===== src/rtl/uart_word_sender_pkg.sv =====
// Shared definitions for the UART word sender: FSM encoding and constants.
package uart_word_sender_pkg;

  localparam int unsigned DEFAULT_NUM_CHARS = 5;
  localparam int unsigned STATE_W           = 3;
  localparam int unsigned HI_TIMEOUT        = 4;
  localparam int unsigned TO_W              = 2;

  localparam logic [7:0] CHAR_CR  = 8'h0D;
  localparam logic [7:0] CHAR_LF  = 8'h0A;
  localparam logic [7:0] CHAR_NUL = 8'h00;

  // Encodings are visible on o_state (LEDs/debug), so they are fixed.
  typedef enum logic [STATE_W-1:0] {
    ST_IDLE       = 3'd0,
    ST_LOAD       = 3'd1,
    ST_WAIT_READY = 3'd2,
    ST_STROBE     = 3'd3,
    ST_WAIT_HI    = 3'd4,
    ST_WAIT_LO    = 3'd5,
    ST_NEXT       = 3'd6,
    ST_DONE       = 3'd7
  } state_t;

endpackage


===== src/rtl/uart_word_sender.sv =====
// Sends a fixed-width ASCII word (optionally followed by CR LF) one byte at a
// time through a start/busy byte transmitter such as async_transmitter.
module uart_word_sender
  import uart_word_sender_pkg::*;
#(
  parameter int unsigned NUM_CHARS   = DEFAULT_NUM_CHARS,
  parameter int unsigned APPEND_CRLF = 1
) (
  input  logic                   clk,
  input  logic                   reset,
  input  logic                   i_start,
  input  logic [8*NUM_CHARS-1:0] i_word,
  input  logic                   i_busy,
  output logic                   o_tx_start,
  output logic [7:0]             o_tx_data,
  output logic                   o_busy,
  output logic                   o_done,
  output logic [STATE_W-1:0]     o_state
);

  localparam int unsigned NUM_BYTES = NUM_CHARS + ((APPEND_CRLF != 0) ? 2 : 0);
  // Holds every position plus one past the last, so the index never wraps.
  localparam int unsigned IDX_W     = $clog2(NUM_CHARS + 3);

  state_t                 state_q, state_d;
  logic [IDX_W-1:0]       idx_q, idx_d;
  logic [8*NUM_CHARS-1:0] shadow_q, shadow_d;
  logic [TO_W-1:0]        to_cnt_q, to_cnt_d;
  logic [7:0]             sel_byte_c;

  // Indexed byte mux: shadow characters, then the optional CR and LF.
  always_comb begin
    sel_byte_c = CHAR_NUL;
    for (int unsigned i = 0; i < NUM_CHARS; i++) begin
      if (idx_q == IDX_W'(i)) sel_byte_c = shadow_q[8*i +: 8];
    end
    if (APPEND_CRLF != 0) begin
      if (idx_q == IDX_W'(NUM_CHARS))     sel_byte_c = CHAR_CR;
      if (idx_q == IDX_W'(NUM_CHARS + 1)) sel_byte_c = CHAR_LF;
    end
  end

  // Next-state logic; NUL bytes are skipped so short words can be padded.
  always_comb begin
    state_d  = state_q;
    idx_d    = idx_q;
    shadow_d = shadow_q;
    to_cnt_d = '0;
    case (state_q)
      ST_IDLE: begin
        if (i_start) begin
          shadow_d = i_word;
          idx_d    = '0;
          state_d  = ST_LOAD;
        end
      end
      ST_LOAD:       state_d = (sel_byte_c == CHAR_NUL) ? ST_NEXT : ST_WAIT_READY;
      ST_WAIT_READY: if (!i_busy) state_d = ST_STROBE;
      ST_STROBE:     state_d = ST_WAIT_HI;
      ST_WAIT_HI: begin
        to_cnt_d = to_cnt_q + TO_W'(1);
        if (i_busy || (to_cnt_q == TO_W'(HI_TIMEOUT - 1))) state_d = ST_WAIT_LO;
      end
      ST_WAIT_LO:    if (!i_busy) state_d = ST_NEXT;
      ST_NEXT: begin
        idx_d   = idx_q + IDX_W'(1);
        state_d = (idx_q == IDX_W'(NUM_BYTES - 1)) ? ST_DONE : ST_LOAD;
      end
      ST_DONE:       state_d = ST_IDLE;
      default:       state_d = ST_IDLE;
    endcase
  end

  // State register and registered outputs decoded from the next state.
  always_ff @(posedge clk) begin
    if (reset) begin
      state_q    <= ST_IDLE;
      idx_q      <= '0;
      shadow_q   <= '0;
      to_cnt_q   <= '0;
      o_tx_start <= 1'b0;
      o_tx_data  <= CHAR_NUL;
      o_busy     <= 1'b0;
      o_done     <= 1'b0;
    end else begin
      state_q    <= state_d;
      idx_q      <= idx_d;
      shadow_q   <= shadow_d;
      to_cnt_q   <= to_cnt_d;
      o_tx_start <= (state_d == ST_STROBE);
      if (state_d == ST_STROBE) o_tx_data <= sel_byte_c;
      o_busy     <= (state_d != ST_IDLE) && (state_d != ST_DONE);
      o_done     <= (state_d == ST_DONE);
    end
  end

  assign o_state = state_q;

endmodule


===== config.mk =====
export PLATFORM = sky130hd
export DESIGN_NAME = uart_word_sender
export DESIGN_NICKNAME = d
export VERILOG_FILES = /design/src/rtl/uart_word_sender_pkg.sv /design/src/rtl/uart_word_sender.sv
export SDC_FILE = /design/constraint.sdc
export NUM_CORES = 1
export LEC_CHECK = 0
export CORE_UTILIZATION = 55
export CTS_BUF_LIST = sky130_fd_sc_hd__clkbuf_8
export DETAILED_ROUTE_END_ITERATION = 6
export MAX_ROUTING_LAYER = met4
export PLACE_DENSITY = 0.88
export SYNTH_ARGS = -nofsm -noshare
export SYNTH_HDL_FRONTEND = slang
export SYNTH_SLANG_ARGS = --single-unit

===== constraint.sdc =====
create_clock -name clk -period 5 [get_ports clk]
set_clock_uncertainty 0.05 [all_clocks]
set_input_delay 0.5 -clock clk [delete_from_list [all_inputs] [get_ports clk]]
set_output_delay 0.5 -clock clk [all_outputs]
set_load 0.01 [all_outputs]

* Word-level counts from Yosys, hierarchy flattened
Index checks and enable logic that the tools add are counted.
** Storage, ports and cells
- Bits in registers :: 59
- Input port bits :: 44
- Output and inout bits :: 14
- Logic and storage cells :: 55
** Cells by class
- $add $sub $neg :: 2
- Equality and inequality tests :: 18
- Muxes and demuxes :: 16
- Bitwise gates (word level) :: 1
- Reduce and logical (&&, ||, !) cells :: 10
** Operator list (count)
- $mux 8 :: 7
- $eq 3x3->1 const B :: 8
- $pmux 3 s8 :: 1
- $mux 3 :: 7
- $eq 3x2->1 const B :: 5
- $logic_not 8->1 :: 1
- $eq 3x1->1 const B :: 2
- $logic_not 3->1 :: 2
- $pmux 3 s2 :: 1
- $reduce_and 2->1 :: 2
- $add 3x1->3 const B :: 1
- $ne 3x3->1 const B :: 1
- $reduce_bool 3->1 :: 1
- $add 2x1->2 const B :: 1
- $eq 2x2->1 const B :: 1
- $ne 2x2->1 const B :: 1
- $reduce_bool 2->1 :: 1
- $reduce_or 2->1 :: 1
- $logic_and 1x1->1 :: 1
- $logic_or 1x1->1 :: 1
- $not 1->1 :: 1

* Depth between registers and ports, before layout
- Word-level depth :: 13
- Depth in mapped cells :: 8
- Mapped depth without buffers :: 7

* Worst setup path after synthesis
Ideal clock, no wire load.
- Path kind :: reg-to-reg
- From :: register idx_q[0]
- To :: register o_tx_data[5]
- Setup time :: 0.065 ns
- Data arrival time :: 1.740 ns
- Required time :: 4.885 ns
- Slack :: 3.145 ns
- Cell stages (with the launch flop) :: 9
- Path buffers :: 1
- Period minus slack after synthesis :: 1.855 ns
- Cells stage by stage :: dfxtp_1 -> ha_1 -> ha_1 -> buf_2 -> nor2_1 -> o21ai_0 -> a221o_1 -> o21a_1 -> nor2_1
** On the way
- Word-level cells in the longest chain between the ends :: 12
- Elaborated cells between the ends (all ways) :: 19
- Classes of those cells :: 7 x eq/ne; 10 x mux; 2 x reduce/logical
** RTL lines
- from (decl) :: RTL line uart_word_sender.sv:26 : logic [IDX_W-1:0] idx_q, idx_d;
- from (signal assigned) :: RTL line uart_word_sender.sv:87 : idx_q <= idx_d;
- $logic_not 3->1 :: RTL line uart_word_sender.sv:35 : if (idx_q == IDX_W'(i)) sel_byte_c = shadow_q[8*i +: 8];
- $mux 8 (5 in a row) :: RTL line uart_word_sender.sv:35
- $mux 8 :: RTL line uart_word_sender.sv:38 : if (idx_q == IDX_W'(NUM_CHARS)) sel_byte_c = CHAR_CR;
- $mux 8 :: RTL line uart_word_sender.sv:39 : if (idx_q == IDX_W'(NUM_CHARS + 1)) sel_byte_c = CHAR_LF;
- $logic_not 8->1 :: RTL line uart_word_sender.sv:57 : ST_LOAD: state_d = (sel_byte_c == CHAR_NUL) ? ST_NEXT : ST_WAIT_READY;
- $mux 3 :: RTL line uart_word_sender.sv:57
- $pmux 3 s8 :: RTL line uart_word_sender.sv:49 : case (state_q)
- $eq 3x2->1 :: RTL line uart_word_sender.sv:91 : if (state_d == ST_STROBE) o_tx_data <= sel_byte_c;
- to (signal assigned) :: RTL line uart_word_sender.sv:91
- to (decl) :: RTL line uart_word_sender.sv:15 : output logic [7:0] o_tx_data,
Several ways; a longest one is shown, not always the timed one.
A chain may end at the register's enable or synchronous reset.

* Worst setup path in the final report
- From :: register idx_q[2]
- To :: register o_tx_data[5]
The elaborated chain is that of the path after synthesis.

==> out/qor.yml <==
r2r_end: "o_tx_data[5]$_SDFFE_PP0N_"
first_pass_iters: 5
netlist_area_sq_mm: 0.00271
synth_flop_cell: "dfxtp_1"
grt_pass1_wl_microns: 10500
grt_pass1_vias: 2334
min_path_type: "flop to flop"
setup_violations: 0
vias: 2604
io_buffers: 57
root_buffer: "clkbuf_8"
clkLatencyLatePin_ns: 0.34
required_ns: 5.21
yosys_register_bits: 59
cts_resized: 0
worst-path-max-fanout: 16
dieArea_sq_mm: 0.00521
grt_max_degree: 60
fin_area_sq_mm: 0.00345
cts_tree: "yes"
p_leak_nw: 1.25
ant_nets: 0
power_density_mw_per_mm2: 429
hold_end: "shadow_q[7]$_SDFFE_PP0P_"
finalCritPeriodShare_pct: 48.4
remaining_drc_errors: 0
max_cap_viol_count: 0
holdPathStages: 2
r2r-start: "idx_q[2]$_SDFFE_PP0P_"
hold_violations: 0
rsz0062_at_grt: "false"
core_area_sq_mm: 0.00472
status: "finished clean"
synth_most_common_cell: "nand2_1"
critPathCaptureType: "flop"
antenna_found_initial: 0
post_cts.repair.setup_buffers: 0
ys.warnings.count: 0
avgSynthCellArea_sq_um: 7.75
routedWlPerCell_microns: 13.8
ys_seq_area_share_pct: 43.6
ys_types: 49
die_y_microns: 72.2
clock-sinks: 59
slew_headroom_pct: 30.7
crit_type: "flop to flop"
die_x_microns: 72.2
synth_edf_count: 0
drive_above_1_share_pct: 6.50
hp-start: "shadow_q[7]$_SDFFE_PP0P_"
start_kind: "flop"
grt_overflow: 0
ys_async_sr_fraction_pct: 0
cts_buffers: 9
worstMarginPinSlew_ns: 1.04
htree_num_levels: 3
clk_pin_slew_worst_paths_ns: 0.06
fin_ws_ns: 2.58
hpwl_microns: 4360
peakVddDrop_mv: 0.222
multiInputGateArea_sq_mm: 0.00137
synth_top_cell_area_share_pct: 43.6
wirelength_microns: 6430
tns_ns: 0
place_congestion: 0.975
synth.net_count: 400
synth_area_leader_cell: "dfxtp_1"
syn_inst: 350
first_iter_violations: 155
fin_nets: 445
ys_top_cells_by_count: "97 x nand2_1, 59 x dfxtp_1, 54 x a21oi_1"
cp.arrival_ns: 2.63
rows: 25
track_usage_pct: 27.5
r2r_slack_ns: 2.58
report.final.slew_viol_count: 0
reg2reg_depth: 7
post_dp_cell_area_sq_mm: 0.00326
fmax_mhz: 413
seqCellArea_sq_mm: 0.00118
nFillCells: 385
viasPerCell: 5.58
min_period_ns: 2.42
area_growth_syn_to_layout_pct: 27.1
dpl_worst_slack_ns: 2.72
hold_buffers: 0
ios: 58
yosys-top-cells-area: "dfxtp_1 44%, nand2_1 13%, a21oi_1 10%"
clockBufferDepth: 2
diodes: 0
start_util_pct: 57.4
-- stage by stage --
stage          cells  hold slack, ns  total power [W]  util, %
2_1_floorplan    350           0.357         0.000944        -
3_3_place_gp     451           0.369          0.00106     69.0
3_5_place_dp     451           0.401          0.00108     69.0
4_1_cts          467           0.410          0.00148     73.0
5_1_grt          467           0.427          0.00157     73.0
6_report         467           0.409          0.00148     73.0
-- worst max-delay path, stage by stage, from the launching register on --
cell	delay (ns)
dfxtp_1	0.65
inv_2	0.16
ha_1	0.38
nor2_1	0.26
o21ai_0	0.17
a221o_1	0.42
o21a_1	0.18
nor2_1	0.07
-- cell type report --
type / count / area share [%]
Tap cell: 67 / 2.43
Inverter: 12 / 1.31
Sequential cell: 59 / 34.3
Timing Repair Buffer: 59 / 16.8
Clock buffer: 10 / 3.99
Clock inverter: 6 / 1.45
Multi-Input combinational cell: 254 / 39.7
-- worst max-delay path by stage --
| stage | start | endpoint | slack, ns | cells after the start |
|---|---|---|---|---|
| after floorplan | idx_q[0]$_SDFFE_PP0P_ | o_tx_data[5]$_SDFFE_PP0N_ | 3.15 | 8 |
| after global placement | idx_q[2]$_SDFFE_PP0P_ | o_tx_data[5]$_SDFFE_PP0N_ | 2.81 | 7 |
| after detailed placement | idx_q[2]$_SDFFE_PP0P_ | o_tx_data[5]$_SDFFE_PP0N_ | 2.72 | 7 |
| after CTS | idx_q[2]$_SDFFE_PP0P_ | o_tx_data[5]$_SDFFE_PP0N_ | 2.69 | 7 |
| after global routing | idx_q[2]$_SDFFE_PP0P_ | o_tx_data[5]$_SDFFE_PP0N_ | 2.43 | 7 |
| final | idx_q[2]$_SDFFE_PP0P_ | o_tx_data[5]$_SDFFE_PP0N_ | 2.58 | 7 |
-- logic make-up (layout without fill, tap and decap cells) --
kind of cell    Yosys count  after routing  synth area share [%]
buf+inv                  37             87                  6.00
fa+ha+maj                 6              6                  2.77
xor+xnor                  1              1                 0.323
mux                       1              1                 0.369
compound gates          101            101                  23.5
flops                    59             59                  43.6
simple gates            145            145                  23.4
-- power by group --
part / internal [W] / leakage [nW] / switching [W]
clock: 0.000235 / 0.111 / 0.000170
sequential: 0.000560 / 0.482 / 0.0000763
combinational: 0.000184 / 0.658 / 0.000253
total: 0.000980 / 1.25 / 0.000499
-- sequential cells by signal, summed over array words and instances (netlist names) --
signal	flops
o_tx_start	1
o_state	3
o_tx_data	8
shadow_q	40
idx_q	3
to_cnt_q	2
o_busy	1
o_done	1
-- layer usage --
| layer | vias to the layer above | global-route usage (%) | part of all wire, % |
|---|---|---|---|
| li1 | 1280 | - | - |
| met1 | 1187 | 32.9 | 43 |
| met2 | 118 | 40.9 | 47 |
| met3 | 19 | 9.44 | 6.7 |
| met4 | 0 | 14.2 | 3.0 |
| met5 | - | - | 0 |
-- cells in the final DEF (no fill, tap or decap), drive strengths merged, types with 2 or more instances in the layout --
cell           Yosys  layout
a221oi             3       3
a21oi             54      54
ha                 6       6
nand2b             7       7
nor2              19      19
o21ai             15      15
nor2b              5       5
nand3              3       3
nand3b             2       2
o211ai             2       2
buf               13       3
nor4               2       2
o311a              3       3
a311oi             3       3
or3                2       2
dfxtp             59      59
a22oi              5       5
a31oi              2       2
o21a               3       3
or2                2       2
nand2             97      97
clkbuf            12      10
inv               12      16
a221o              2       2
clkdlybuf4s50      0      56
Power figures use the tool's default switching activity.
